**src/rtl/display_capture_ctrl.sv**
```systemverilog
// -----------------------------------------------------------------------------
// display_capture_ctrl
//
// Write-side sequencer for the time- and frequency-domain display block RAMs.
//   Time path: captures one 640-sample frame of audio into time RAM, then
//   holds it until vertical blank so the displayed frame never tears.
//   Freq path: streams FFT magnitude bins, scaled to 8 bits, into freq RAM.
// Everything runs in the ck100MHz domain.
//
// Build option:
//   CAPTURE_TRIGGER_EN  defined   -> capture starts on a rising zero crossing
//                                    (prev < 0, cur >= 0), or is forced after
//                                    TRIG_TIMEOUT samples in ARM.
//                       undefined -> free-running: first sample in ARM starts
//                                    the capture; no timeout/prev-sample logic.
//
// Ports:
//   ck100MHz     in   system clock
//   rstLow       in   synchronous active-low reset
//   sampleValid  in   strobe, sampleData valid
//   sampleData   in   signed 16-bit audio sample
//   flgVBlank    in   one-cycle pulse at start of vertical blank
//   freeze       in   level, 1 = no RAM writes at all
//   binValid     in   strobe, binMag valid
//   binMag       in   unsigned 16-bit FFT magnitude
//   binLast      in   with binValid: last bin of the FFT frame
//   enaTime      out  time RAM enable (same as weaTime)
//   weaTime      out  time RAM write enable
//   addraTime    out  time RAM address
//   dinaTime     out  time RAM data (offset binary, 0x80 = zero)
//   weaFreq      out  freq RAM write enable
//   addraFreq    out  freq RAM address
//   dinaFreq     out  freq RAM data (saturated magnitude)
//   busy         out  1 while the time FSM is in ARM or CAPTURE
//   frameDone    out  one-cycle pulse with the write of the last time sample
// -----------------------------------------------------------------------------
module display_capture_ctrl #(
    parameter int SAMPLES      = 640,
    parameter int FREQ_BINS    = 80,
    parameter int TRIG_TIMEOUT = 4800,
    parameter int MAG_SHIFT    = 8
) (
    input  logic        ck100MHz,
    input  logic        rstLow,
    input  logic        sampleValid,
    input  logic [15:0] sampleData,
    input  logic        flgVBlank,
    input  logic        freeze,
    input  logic        binValid,
    input  logic [15:0] binMag,
    input  logic        binLast,
    output logic        enaTime,
    output logic        weaTime,
    output logic [9:0]  addraTime,
    output logic [7:0]  dinaTime,
    output logic        weaFreq,
    output logic [9:0]  addraFreq,
    output logic [7:0]  dinaFreq,
    output logic        busy,
    output logic        frameDone
);

    localparam int SCNT_W = $clog2(SAMPLES);
    localparam int BCNT_W = $clog2(FREQ_BINS + 1);

    typedef enum logic [1:0] {
        ST_IDLE    = 2'd0,
        ST_ARM     = 2'd1,
        ST_CAPTURE = 2'd2,
        ST_HOLD    = 2'd3
    } state_t;

    state_t              state_q;
    logic [SCNT_W-1:0]   sample_cnt_q;
    logic [BCNT_W-1:0]   bin_cnt_q;
    logic                wea_time_q;
    logic [9:0]          addra_time_q;
    logic [7:0]          dina_time_q;
    logic                wea_freq_q;
    logic [9:0]          addra_freq_q;
    logic [7:0]          dina_freq_q;
    logic                busy_q;
    logic                frame_done_q;
    logic                trig_s;

    // Signed sample to offset binary: flip the sign bit, keep the top 8 bits.
    function automatic logic [7:0] to_offset_bin(input logic [15:0] smp);
        return {~smp[15], smp[14:8]};
    endfunction

    // Scale the magnitude down and clamp it to the 8-bit RAM range.
    function automatic logic [7:0] sat_mag(input logic [15:0] mag);
        logic [15:0] shifted;
        shifted = mag >> MAG_SHIFT;
        if (shifted > 16'd255) begin
            return 8'hFF;
        end else begin
            return shifted[7:0];
        end
    endfunction

`ifdef CAPTURE_TRIGGER_EN
    localparam int TCNT_W = $clog2(TRIG_TIMEOUT);

    logic signed [15:0] prev_q;
    logic [TCNT_W-1:0]  tmo_q;

    // Trigger decision for the current sample: zero crossing or timeout.
    always_comb begin
        trig_s = 1'b0;
        if ((prev_q < 16'sd0 && $signed(sampleData) >= 16'sd0) ||
            (tmo_q == TCNT_W'(TRIG_TIMEOUT - 1))) begin
            trig_s = 1'b1;
        end else begin
            trig_s = 1'b0;
        end
    end

    // Previous-sample register and ARM timeout counter.
    always_ff @(posedge ck100MHz) begin
        if (!rstLow) begin
            prev_q <= 16'sd0;
            tmo_q  <= '0;
        end else begin
            if (sampleValid) begin
                prev_q <= $signed(sampleData);
            end
            // Timeout restarts on every re-arm and after each trigger.
            if (state_q == ST_HOLD && flgVBlank && !freeze) begin
                tmo_q <= '0;
            end else if (state_q == ST_ARM && sampleValid && !freeze) begin
                tmo_q <= trig_s ? '0 : tmo_q + TCNT_W'(1);
            end
        end
    end
`else
    logic unused_s;
    assign unused_s = (^sampleData[7:0]) ^ (TRIG_TIMEOUT > 0);

    // Free-running: any sample seen in ARM starts the frame.
    always_comb begin
        trig_s = 1'b1;
    end
`endif

    // Time FSM with registered RAM write port, busy and frameDone.
    always_ff @(posedge ck100MHz) begin
        if (!rstLow) begin
            state_q      <= ST_IDLE;
            sample_cnt_q <= '0;
            wea_time_q   <= 1'b0;
            addra_time_q <= 10'd0;
            dina_time_q  <= 8'd0;
            busy_q       <= 1'b0;
            frame_done_q <= 1'b0;
        end else begin
            wea_time_q   <= 1'b0;
            frame_done_q <= 1'b0;
            case (state_q)
                ST_IDLE: begin
                    if (!freeze) begin
                        state_q <= ST_ARM;
                        busy_q  <= 1'b1;
                    end else begin
                        busy_q  <= 1'b0;
                    end
                end
                ST_ARM: begin
                    if (freeze) begin
                        state_q <= ST_HOLD;
                        busy_q  <= 1'b0;
                    end else if (sampleValid && trig_s) begin
                        // The triggering sample is the first one stored.
                        wea_time_q   <= 1'b1;
                        addra_time_q <= 10'd0;
                        dina_time_q  <= to_offset_bin(sampleData);
                        sample_cnt_q <= SCNT_W'(1);
                        state_q      <= ST_CAPTURE;
                        busy_q       <= 1'b1;
                    end else begin
                        busy_q       <= 1'b1;
                    end
                end
                ST_CAPTURE: begin
                    if (freeze) begin
                        // Abandon the frame; partial data stays in RAM.
                        state_q <= ST_HOLD;
                        busy_q  <= 1'b0;
                    end else if (sampleValid) begin
                        wea_time_q   <= 1'b1;
                        addra_time_q <= 10'(sample_cnt_q);
                        dina_time_q  <= to_offset_bin(sampleData);
                        if (sample_cnt_q == SCNT_W'(SAMPLES - 1)) begin
                            frame_done_q <= 1'b1;
                            state_q      <= ST_HOLD;
                            busy_q       <= 1'b0;
                        end else begin
                            sample_cnt_q <= sample_cnt_q + SCNT_W'(1);
                            busy_q       <= 1'b1;
                        end
                    end else begin
                        busy_q <= 1'b1;
                    end
                end
                ST_HOLD: begin
                    // A sample arriving with the blank pulse is not captured.
                    if (flgVBlank && !freeze) begin
                        state_q      <= ST_ARM;
                        sample_cnt_q <= '0;
                        busy_q       <= 1'b1;
                    end else begin
                        busy_q       <= 1'b0;
                    end
                end
                default: begin
                    state_q <= ST_IDLE;
                    busy_q  <= 1'b0;
                end
            endcase
        end
    end

    // Frequency path: registered write of scaled bins, saturating bin counter.
    always_ff @(posedge ck100MHz) begin
        if (!rstLow) begin
            bin_cnt_q    <= '0;
            wea_freq_q   <= 1'b0;
            addra_freq_q <= 10'd0;
            dina_freq_q  <= 8'd0;
        end else begin
            wea_freq_q <= 1'b0;
            if (binValid) begin
                if (!freeze && bin_cnt_q < BCNT_W'(FREQ_BINS)) begin
                    wea_freq_q   <= 1'b1;
                    addra_freq_q <= 10'(bin_cnt_q);
                    dina_freq_q  <= sat_mag(binMag);
                end
                // binLast clears the counter even when the bin was dropped.
                if (binLast) begin
                    bin_cnt_q <= '0;
                end else if (!freeze && bin_cnt_q < BCNT_W'(FREQ_BINS)) begin
                    bin_cnt_q <= bin_cnt_q + BCNT_W'(1);
                end
            end
        end
    end

    assign enaTime   = wea_time_q;
    assign weaTime   = wea_time_q;
    assign addraTime = addra_time_q;
    assign dinaTime  = dina_time_q;
    assign weaFreq   = wea_freq_q;
    assign addraFreq = addra_freq_q;
    assign dinaFreq  = dina_freq_q;
    assign busy      = busy_q;
    assign frameDone = frame_done_q;

endmodule

```
**config.mk**
```make
export PLATFORM = sky130hd
export DESIGN_NAME = display_capture_ctrl
export DESIGN_NICKNAME = d
export VERILOG_FILES = /design/src/rtl/display_capture_ctrl.sv
export SDC_FILE = /design/constraint.sdc
export NUM_CORES = 1
export LEC_CHECK = 0
export CAP_MARGIN = 20
export CORE_ASPECT_RATIO = 1.75
export CORE_UTILIZATION = 45
export CTS_BUF_LIST = sky130_fd_sc_hd__clkbuf_2
export DETAILED_ROUTE_END_ITERATION = 10
export PLACE_DENSITY = 0.79
export SLEW_MARGIN = 20
export SYNTH_ARGS = -nofsm -noshare
export SYNTH_HDL_FRONTEND = slang
export SYNTH_SLANG_ARGS = --single-unit
```
**constraint.sdc**
```tcl
create_clock -name ck100MHz -period 6.75 [get_ports ck100MHz]
set_clock_uncertainty 0.2 [all_clocks]
set_input_delay 1.0125 -clock ck100MHz [delete_from_list [all_inputs] [get_ports ck100MHz]]
set_output_delay 1.0125 -clock ck100MHz [all_outputs]
set_load 0.02 [all_outputs]
```
==> results.md <==
- Pre-antenna DRT Iters: 9
- # setup viols final: 0
- Ant. Diodes: 0
- Peak VDD IR: 193 µV
- Total grt overflow: 0
- Worst EP arrival: 3.29 ns
- Synth unique cells: 44
- Placer congestion estimate: ~0.83
- Worst path slowest cell: clkdlybuf4s50_1
- Seq/Total Area, Yosys: approximately 46%
- Clock root cell: clkbuf_2
- Maxcap violations: 0
- IO Port Bufs: 60
- H-tree depth: 2
- Max Clk Rate: 327 MHz
- Max clock buf depth: 2
- P&R area growth vs syn: 26.8%
- Largest net degree at the start of global routing: 34
- Status: finished with violations
- Die Area: 5730 µm²
- Synthesized area per cell: 9.24 µm²
- Slew Viols, Final: 0
- Number of nets in the layout: 362
- Slew HR: 30.8%
- Post-synth EDFFs: 0
- Yosys reg bits: 56
- Cell row count: 35
- Layout cell share with drive strength beyond 1: 4.72%
- Max stage delay on crit path: 0.82 ns
- Fraction of registers with async set or reset after synthesis: 0%
- Via density: around 5.6
- Clock-pin slew on the worst setup and hold paths: 0.29 ns
- Vias in the first global route: roughly 2000
- Starting Density: 46.4%
- Worst Tran Pin Value: roughly 1.0 ns
- Crit-path cells: clkdlybuf4s50_1, inv_2, a21oi_1, a22o_1
- Core box area: 5260 µm²
- Crit-path max FO: 33
- Setup CP Type: in2reg
- Critical path required time: about 7.0 ns
- Clk sinks: 56
- Final hold violations: 0
- Sum Neg Setup Slack: 0 ns
- Crit path launch type: input pin
- Hpwl dp: between 3 and 4 mm
- Violated checks: DRC
- Initial drt markers: slightly above 60
- Synth warn: 0
- Via count: 2082
- Crit share post-route: 45.3%
- Mapped cell area: 2440 µm²
- Fin crit period: 3.06 ns
- RSZ-0062 raised after global routing: no
- Worst min path class: reg2reg
- TritonCTS clock tree: yes
- Pwr Density: 220 nW/µm²
- Total Wirelength: 5.28 mm
- Post-DRT Antenna Nets: 0
- Top_reg_cell synth: dfxtp_1
- Filler instances: around 470
- Cts hold-fix bufs: 0
- First-pass GRT wire length: 8.68 mm
- All-Layer GR Usage: 19.3%
- Postcts setup bufs: 0
- Post-synth top area cell: dfxtp_1
- Number of placed instances, taps included: 365
- DRC viols: 5
- Utilization after layout: 58.8%
- Post_cts resized: 0
- Die height: between 90 and 100 µm
- Leakage: 1.16 nW
- Top area cells in the synthesized netlist: dfxtp_1 (46%), mux2i_1 (9.9%), nand2_1 (4.3%)
- Final cell count without fillers: 373
- Initial antenna violation count: 0
- Top-Level Pins: 80
- Die Width: 57.6 µm
- CTS Buf Count: 5
- Gate count of the mapped netlist: 264
- Routed length per placed instance: 14.1 µm
- Setup crit end kind: flip-flop
- Yosys top cell area share: 46.0%
- Skew-Pair Late Insertion Delay: 0.46 ns
- WHS: ~0.28 ns
## metrics by stage
| stage | setup slack, ns | total power, W | cell area, µm² |
|---|---|---|---|
| finish | 3.69 | 0.000679 | 3090 |
| global route | 3.53 | 0.000720 | 3090 |
| CTS | 3.69 | 0.000685 | 3090 |
| detailed placement | 3.20 | 0.000551 | 3050 |
| global placement | 3.23 | 0.000546 | 3050 |
| floorplan | 4.27 | 0.000496 | 2450 |
## cell families after synthesis
family                     count (synthesis)  share of synthesized area (%)
buffers and inverters                     29                           5.28
DFF                                       56                           46.0
AOI/OAI and AO/OA                         58                           16.4
muxes                                     24                           9.85
other                                      1                          0.154
and+or+nand+nor                           90                           19.2
adders and majority gates                  6                           3.08
## cell usage after synthesis, types with 4 or more instances
cell type  count
dfxtp_1       56
o211ai_1       8
o21ai_0        5
a22o_1        10
a21oi_1       18
mux2i_1       24
nand3_1        5
nand2b_1       4
nor3_1         5
ha_1           6
inv_1         11
nor2_1        20
buf_2          4
clkbuf_1       9
buf_4          4
nand2_1       28
## worst paths after layout
check | from | slack (ns) | to | cells after the start
min | dinaTime[1]$_SDFFE_PN0P_ | 0.28 | dinaTime[1]$_SDFFE_PN0P_ | 2
min reg2reg | dinaTime[1]$_SDFFE_PN0P_ | 0.28 | dinaTime[1]$_SDFFE_PN0P_ | 2
max | rstLow | 3.69 | addraTime[0]$_SDFFE_PN0P_ | 4
max reg2reg | state_q[0]$_SDFFE_PN0P_ | 3.82 | sample_cnt_q[3]$_SDFFE_PN0P_ | 6
## state kept, by name, summed over array words and instances, names as in the netlist
signal and flops:
dinaTime 8, sample_cnt_q 10, busy 1, dinaFreq 8, enaTime 1, addraTime 10, addraFreq 7, frameDone 1
bin_cnt_q 7, weaFreq 1, state_q 2
## routing by layer
metal	wire, µm	GRT usage (%)	part of all wire [%]
met5	0	0	0
met4	132	8.82	2.5
met3	221	2.86	4.2
met2	2930	37.2	56
met1	1990	19.5	38
## layout make-up
cell class	instances	area [µm²]	share of cell area [%]
Tap cell	55	68.8	2.23
Sequential cell	56	1120	36.3
Inverter	12	45.0	1.46
Timing Repair Buffer	61	608	19.7
Clock buffer	5	25.0	0.809
Clock inverter	3	21.3	0.688
Multi-Input combinational cell	181	1200	38.9
## worst max-delay path, delay by kind of cell
family,cells,cell delay (ns)
buf+inv,2,1.22
compound gates,2,1.04
## where the power goes
part           internal [W]  switching (W)
Combinational     0.0000759       0.000107
Sequential         0.000350      0.0000120
Clock             0.0000262       0.000108
## cells in the final DEF (no fill, tap or decap), types with 6 or more instances in the layout
master and n:
clkdlybuf4s50_1 60, dfxtp_1 56, nand2_1 28, mux2i_1 24
nor2_1 20, a21oi_1 18, inv_1 11, a22o_1 10
o211ai_1 8, ha_1 6
No activity file was read; power rests on OpenSTA's default activity.
